[src/rtl/network_write_control.sv]
// Packet write control: takes a free bufid, writes up to 128 data cycles into PCB, emits a descriptor.
// Define NETWORK_WRITE_DEBUG_EN to enable the debug packet/drop counters.
module network_write_control #(
  parameter int DATA_W = 128
) (
  input  logic              i_clk,
  input  logic              i_rst,
  input  logic [DATA_W-1:0] iv_pkt_data,
  input  logic              i_pkt_data_wr,
  input  logic              i_pkt_first,
  input  logic              i_pkt_last,
  input  logic [3:0]        iv_pkt_inport,
  output logic              o_pkt_data_ready,
  input  logic [8:0]        iv_pkt_bufid,
  input  logic              i_pkt_bufid_wr,
  output logic              o_pkt_bufid_ack,
  output logic [DATA_W-1:0] ov_pkt_wdata,
  output logic [15:0]       ov_pkt_waddr,
  output logic              o_pkt_wr,
  input  logic              i_pkt_waddr_ack,
  output logic [60:0]       ov_pkt_descriptor,
  output logic              o_pkt_descriptor_wr,
  input  logic              i_pkt_descriptor_ready,
  output logic [15:0]       ov_debug_pkt_cnt,
  output logic [15:0]       ov_debug_drop_cnt,
  output logic [2:0]        pkt_write_state
);

  typedef enum logic [2:0] {
    GET_BUFID_S = 3'd0,
    WAIT_HEAD_S = 3'd1,
    WAIT_WACK_S = 3'd2,
    WAIT_BODY_S = 3'd3,
    DISCARD_S   = 3'd4,
    DESC_S      = 3'd5
  } state_t;

  state_t      state;
  logic [8:0]  bufid;
  logic [3:0]  inport;
  logic [7:0]  cyc_cnt;
  logic        err;
  logic        wrote;
  logic        last_seen;

  assign o_pkt_data_ready  = (state == WAIT_HEAD_S) || (state == WAIT_BODY_S) || (state == DISCARD_S);
  assign ov_pkt_descriptor = {39'd0, err, cyc_cnt, inport, bufid};
  assign pkt_write_state   = state;

  always_ff @(posedge i_clk) begin
    if (i_rst) begin
      state               <= GET_BUFID_S;
      bufid               <= '0;
      inport              <= '0;
      cyc_cnt             <= '0;
      err                 <= 1'b0;
      wrote               <= 1'b0;
      last_seen           <= 1'b0;
      ov_pkt_waddr        <= '0;
      ov_pkt_wdata        <= '0;
      o_pkt_wr            <= 1'b0;
      o_pkt_bufid_ack     <= 1'b0;
      o_pkt_descriptor_wr <= 1'b0;
    end else begin
      o_pkt_bufid_ack <= 1'b0;
      case (state)
        GET_BUFID_S: begin
          if (i_pkt_bufid_wr) begin
            bufid           <= iv_pkt_bufid;
            o_pkt_bufid_ack <= 1'b1;
            state           <= WAIT_HEAD_S;
          end
        end
        WAIT_HEAD_S: begin
          // Headless cycles and heads from the invalid port are dropped; the bufid stays held.
          if (i_pkt_data_wr && i_pkt_first) begin
            if (iv_pkt_inport == 4'hf) begin
              wrote <= 1'b0;
              if (!i_pkt_last) state <= DISCARD_S;
            end else begin
              inport       <= iv_pkt_inport;
              ov_pkt_waddr <= {bufid, 7'b0};
              ov_pkt_wdata <= iv_pkt_data;
              o_pkt_wr     <= 1'b1;
              cyc_cnt      <= 8'd1;
              err          <= 1'b0;
              wrote        <= 1'b1;
              last_seen    <= i_pkt_last;
              state        <= WAIT_WACK_S;
            end
          end
        end
        WAIT_WACK_S: begin
          if (i_pkt_waddr_ack) begin
            o_pkt_wr <= 1'b0;
            if (last_seen) begin
              o_pkt_descriptor_wr <= 1'b1;
              state               <= DESC_S;
            end else begin
              state <= WAIT_BODY_S;
            end
          end
        end
        WAIT_BODY_S: begin
          if (i_pkt_data_wr) begin
            if (i_pkt_first) err <= 1'b1;
            // A full buffer never spills into the next bufid: excess cycles are discarded.
            if (cyc_cnt == 8'd128) begin
              err <= 1'b1;
              if (i_pkt_last) begin
                o_pkt_descriptor_wr <= 1'b1;
                state               <= DESC_S;
              end else begin
                state <= DISCARD_S;
              end
            end else begin
              ov_pkt_waddr <= ov_pkt_waddr + 16'd1;
              ov_pkt_wdata <= iv_pkt_data;
              o_pkt_wr     <= 1'b1;
              cyc_cnt      <= cyc_cnt + 8'd1;
              last_seen    <= i_pkt_last;
              state        <= WAIT_WACK_S;
            end
          end
        end
        DISCARD_S: begin
          if (i_pkt_data_wr && i_pkt_last) begin
            if (wrote) begin
              o_pkt_descriptor_wr <= 1'b1;
              state               <= DESC_S;
            end else begin
              state <= WAIT_HEAD_S;
            end
          end
        end
        DESC_S: begin
          if (i_pkt_descriptor_ready) begin
            o_pkt_descriptor_wr <= 1'b0;
            wrote               <= 1'b0;
            state               <= GET_BUFID_S;
          end
        end
        default: state <= GET_BUFID_S;
      endcase
    end
  end

`ifdef NETWORK_WRITE_DEBUG_EN
  function automatic logic [15:0] sat_inc(input logic [15:0] v);
    return (v == 16'hffff) ? v : v + 16'd1;
  endfunction

  logic drop_inc;
  logic pkt_inc;
  assign drop_inc = (state == WAIT_HEAD_S) && i_pkt_data_wr && (!i_pkt_first || (iv_pkt_inport == 4'hf));
  assign pkt_inc  = (state == DESC_S) && i_pkt_descriptor_ready;

  always_ff @(posedge i_clk) begin
    if (i_rst) begin
      ov_debug_pkt_cnt  <= '0;
      ov_debug_drop_cnt <= '0;
    end else begin
      if (pkt_inc)  ov_debug_pkt_cnt  <= sat_inc(ov_debug_pkt_cnt);
      if (drop_inc) ov_debug_drop_cnt <= sat_inc(ov_debug_drop_cnt);
    end
  end
`else
  assign ov_debug_pkt_cnt  = 16'd0;
  assign ov_debug_drop_cnt = 16'd0;
`endif

endmodule
[config.mk]
export PLATFORM = sky130hd
export DESIGN_NAME = network_write_control
export DESIGN_NICKNAME = d
export VERILOG_FILES = /design/src/rtl/network_write_control.sv
export SDC_FILE = /design/constraint.sdc
export NUM_CORES = 1
export LEC_CHECK = 0
export ABC_AREA = 1
export CORE_AREA = 2 2 155 157
export CTS_CLUSTER_DIAMETER = 100
export DETAILED_ROUTE_END_ITERATION = 7
export DIE_AREA = 0 0 157 159
export DONT_BUFFER_PORTS = 1
export PLACE_DENSITY = 0.52
export RECOVER_POWER = 50
export SLEW_MARGIN = 10
export SYNTH_ARGS = -nofsm -noshare
export SYNTH_HDL_FRONTEND = slang
export SYNTH_SLANG_ARGS = --single-unit
[constraint.sdc]
create_clock -name i_clk -period 2.9 [get_ports i_clk]
set_input_delay 0.435 -clock i_clk [delete_from_list [all_inputs] [get_ports i_clk]]
set_output_delay 0.435 -clock i_clk [all_outputs]
set_load 0.05 [all_outputs]
== Word-level counts from Yosys, hierarchy flattened ==
Cells that the tools add are included.

* $add $sub $neg: 2
* Equality and inequality tests: 21
* Mux-type cells: 58
* Bitwise operators: 2
* Reductions and logical operators: 18

{| class="wikitable"
|+ Operators with widths
! operator !! number
|-
| 2-to-1 mux 128 bit || 4
|-
| case mux 128 bit (2 select lines) || 1
|-
| 2-to-1 mux 16 bit || 4
|-
| 2-to-1 mux 3 bit || 11
|-
| 2-to-1 mux 8 bit || 4
|-
| case mux 16 bit (2 select lines) || 1
|-
| 2-to-1 mux 1 bit || 26
|-
| inequality test 2 bit (second input constant) || 9
|-
| case mux 3 bit (6 select lines) || 1
|-
| adder 16 x 1 -> 16 bit (second input constant) || 1
|-
| case mux 8 bit (2 select lines) || 1
|-
| AND reduction 5 bit || 2
|-
| AND reduction 9 bit || 1
|-
| adder 8 x 1 -> 8 bit (second input constant) || 1
|-
| equality test 8 bit (second input constant) || 1
|-
| AND reduction 7 bit || 1
|-
| equality test 3 x 2 -> 1 bit (second input constant) || 2
|-
| equality test 3 bit (second input constant) || 2
|-
| inequality test 2 x 1 -> 1 bit (second input constant) || 3
|-
| case mux 1 bit (2 select lines) || 3
|-
| AND reduction 3 bit || 2
|-
| AND reduction 6 bit || 1
|-
| equality test 4 bit (second input constant) || 1
|-
| case mux 1 bit (4 select lines) || 1
|-
| other kinds (13) || 17
|}

* Register bits after elaboration: 174
* Input port bits: 149
* Output and inout bits: 244
* Word-level logic and storage cells: 113

== Longest topological paths before layout ==
* Depth after elaboration: 4
* Depth in mapped cells: 11
* Mapped depth without buffers: 10

== Worst setup path before layout ==
Ideal clock, no wire load.

* Kind: flip-flop to flip-flop
* Start point: register cyc_cnt[0]
* End point: register ov_pkt_waddr[2]
* Setup time: 0.117 ns
* Arrival time: 1.861 ns
* Path slack: 0.922 ns
* Stages on the path, launching flop included: 11
* Buffers on the path: 1
* Period minus slack after synthesis: 1.978 ns
* Path through: dfxtp_1 > inv_1 > ha_1 > nor3b_1 > nand3_2 > nand2_1 > nor2_4 > buf_2 > nand3_1 > nand3_1 > nor2_1

* Cells in the longest elaborated chain, start to end: 3

{| class="wikitable"
|+ Ends and longest elaborated chain
! what !! RTL line !! text
|-
| from (decl) || 41 || <nowiki>logic [7:0] cyc_cnt;</nowiki>
|-
| from (signal assigned) || 120 || <nowiki>cyc_cnt <= cyc_cnt + 8'd1;</nowiki>
|-
| equality test 8 bit || 108 || <nowiki>if (cyc_cnt == 8'd128) begin</nowiki>
|-
| inequality test 2 bit (no line) || -- ||
|-
| AND reduction 5 bit (no line) || -- ||
|-
| to (signal assigned) || 82 || <nowiki>ov_pkt_waddr <= {bufid, 7'b0};</nowiki>
|-
| to (signal assigned) || 117 || <nowiki>ov_pkt_waddr <= ov_pkt_waddr + 16'd1;</nowiki>
|-
| to (decl) || 18 || <nowiki>output logic [15:0] ov_pkt_waddr,</nowiki>
|}

No other way between the ends.
A chain may end at the register's enable or synchronous reset.

== Worst setup path after layout ==
* Start point: register state[1], in the netlist pkt_write_state[1]
* End point: output o_pkt_data_ready

* Cells in the longest elaborated chain, start to end: 3
* Elaborated cells on any way between the ends: 5
* Those cells by class: 3 x eq/ne; 2 x reduce/logical

{| class="wikitable"
|+ Ends and longest elaborated chain
! what !! RTL line !! text
|-
| from (decl) || 38 || <nowiki>state_t state;</nowiki>
|-
| from (signal assigned) || 52 || <nowiki>state <= GET_BUFID_S;</nowiki>
|-
| from (signal assigned) || 71 || <nowiki>state <= WAIT_HEAD_S;</nowiki>
|-
| from (signal assigned) || 79 || <nowiki>if (!i_pkt_last) state <= DISCARD_S;</nowiki>
|-
| equality test 3 x 1 -> 1 bit / equality test 3 x 2 -> 1 bit (equally long branches) || 46 || <nowiki>assign o_pkt_data_ready = (state == WAIT_HEAD_S) || (state == WAIT_BODY_S) || (state == DISCARD_S);</nowiki>
|-
| logical OR 1 bit || 46 ||
|-
| logical OR 1 bit * || 46 ||
|-
| to (decl) || 13 || <nowiki>output logic o_pkt_data_ready,</nowiki>
|}

Mark *: on every way between the ends. The rest lies on a longest branch, timed or not.

==> run metrics <==
Die Height=159 um; postcts setup bufs=0; FF-to-FF path depth=10; Netlist cell types=31; sequential element share of the synthesized area=0.458; remaining antenna violation count=0; crit path DAT=2280 ps; synth cell count leaders=nand2_1, dfxtp_1, a21oi_1; CTS sink count=174; fmax=368 MHz; Design Power=0.00965 W; final hold vios=0; post-layout util=0.350; Worst setup EP type=output port; top cells by area, synth=dfxtp_1, nand2_1, a21oi_1; Synth Warn #=0; post-CTS sizing=0; R2R Path Start=pkt_write_state[2]; reg-to-reg endpoint=ov_pkt_waddr[2]; initial antenna violation count=0; fin worst setup slack=181 ps; share of layout cells above drive strength 1=0.0484; Clk Latency, worst-skew pair=420 ps; # hold bufs at CTS=0; leakage=3.04 nW; RSZ-0062 raised after global routing=no; Setup TNS Final=0 ps; ys async rst share=0; CTS clock-pin slew for the worst setup and hold paths=80 ps; IO Port Bufs=0; first-pass GRT wire length=32.5 mm; Detailed Routing Iterations Pass 1=4; largest net degree at the start of global routing=151; Overall Global Routing Usage=0.167; worst slew pin tran=883 ps; status=completed; Worst VDD drop=0.000517 V; post-synthesis cell area=0.00760 sq mm; Max Cap Viol=0; row count=56; DRC viols=0; largest area contributor in the netlist=dfxtp_1; vias per cell=4.59; Syn Area/Cell=7.34 sq um; vias in the first global route=5747; number of flops mapped to enable cells by yosys=0; hold wc startpoint=i_rst; Max FO, Critical Path=6; clk_skew=11.7 ps; core area=0.0232 sq mm; TritonCTS clock tree=done; H-tree levels=4; Initial Util=0.328; routed vias=6212; count leader, synth=nand2_1; ys flop type=dfxtp_1; crit path launch type=flip-flop; clk buf depth=2; Worst EP required=2470 ps; end point of the worst hold path=ov_pkt_wdata[22]; Boundary Pins=393; die area=0.0250 sq mm; Yosys reg bits=174; Setup WS pre-CTS=313 ps; fin nets=1172; share of the synthesized area in the top cell type=0.458; Power Density=1190 mW/mm^2; hold depth=1; endpoints failing setup=0; Max Transition Viols Final=0; Die Wd=157 um; 1st-iter DRT viols=358; Root Buffer=clkbuf_16; dpl hpwl=14.9 mm; R2R Setup Slk=300 ps; HP Class=in2reg; DR WL/cell=15.8 um; Placer Congestion=0.797; Gate Count Post-Synth=1035; Area Growth Syn to Fin=6.91%; Antenna diodes=0; routed wire length=21.4 mm; CTS Buf Count=17; min Tclk post-route=2720 ps; fin crit share=0.938; Crit Path Category=reg2out; Max-slew headroom=0.411; GRT overflow=0
[area by class of cell]
type / count / area [sq um]
clock buffer: 18 / 439
clock inverter: 14 / 141
fill: 2484 / 15100
inverter: 48 / 183
multi-input combinational: 754 / 3330
sequential: 174 / 3480
tap: 319 / 399
timing repair buffer: 25 / 154
[state kept, by name, summed over array words and instances (netlist names), 3 cells and up]
signal           count
bufid                9
cyc_cnt              8
inport               4
ov_pkt_waddr        16
ov_pkt_wdata       128
pkt_write_state      3
[how the worst max path moves through the flow]
stage | startpoint | end
4_1_cts | pkt_write_state[2] | ov_pkt_waddr[2]
2_1_floorplan | cyc_cnt[0] | ov_pkt_waddr[2]
6_report | pkt_write_state[1] | o_pkt_data_ready
3_3_place_gp | pkt_write_state[2] | ov_pkt_waddr[2]
3_5_place_dp | pkt_write_state[2] | ov_pkt_waddr[2]
5_1_grt | pkt_write_state[2] | ov_pkt_waddr[4]
[cell families after synthesis]
group	synth area share
AND/OR/NAND/NOR	0.259
AO/OA/AOI/OAI	0.129
buffers and inverters	0.140
flip-flops	0.458
XOR/XNOR	0.00807
adder cells (fa/ha/maj)	0.00494
other	0.000493
[cell usage in the layout (no fill, tap or decap), types with 2 or more instances in the layout]
cell type / n
ha_1: 3
nand3_4: 2
xor2_1: 7
inv_1: 44
nor2_8: 2
inv_6: 3
nand4_1: 8
clkbuf_1: 19
inv_8: 5
nor2_4: 2
nor2_1: 53
clkinv_1: 2
conb_1: 71
nand3b_1: 3
buf_12: 3
a21oi_1: 168
o21ai_0: 25
nor3_1: 3
dfxtp_1: 174
clkbuf_16: 17
nand2_1: 366
buf_4: 3
nand3_1: 34
clkinv_4: 4
[per-layer routing]
metal	share of wire	up-vias	GRT usage	routed length [um]
met3	0.097	14	0.0610	2070
met5	0	-	0	0
met1	0.40	2797	0.191	8570
met2	0.49	281	0.285	10500
met4	0.013	0	0.0559	282
li1	-	3120	-	-
[report_power, final]
group / total, W / internal [W] / switching [W]
Combinational: 0.00226 / 0.000620 / 0.00164
Clock: 0.00228 / 0.00117 / 0.00111
Sequential: 0.00512 / 0.00293 / 0.00219
Total: 0.00965 / 0.00472 / 0.00493
[worst max-delay path, cell delays in order (launching register included)]
cell,delay (ps)
dfxtp_1,430
clkbuf_1,690
nor2_1,220
nand2_1,170
nand2_1,350
[through the flow]
step | instance area [sq um] | hold WS (ps) | std cells
floorplan | 7860 | 440 | 1105
global placement | 7620 | 493 | 1320
detailed placement | 7620 | 484 | 1320
CTS | 8200 | 41.3 | 1352
global route | 8130 | 36.7 | 1352
finish | 8130 | 71.8 | 1352
Note: power is estimated with default switching activity, not from simulation.
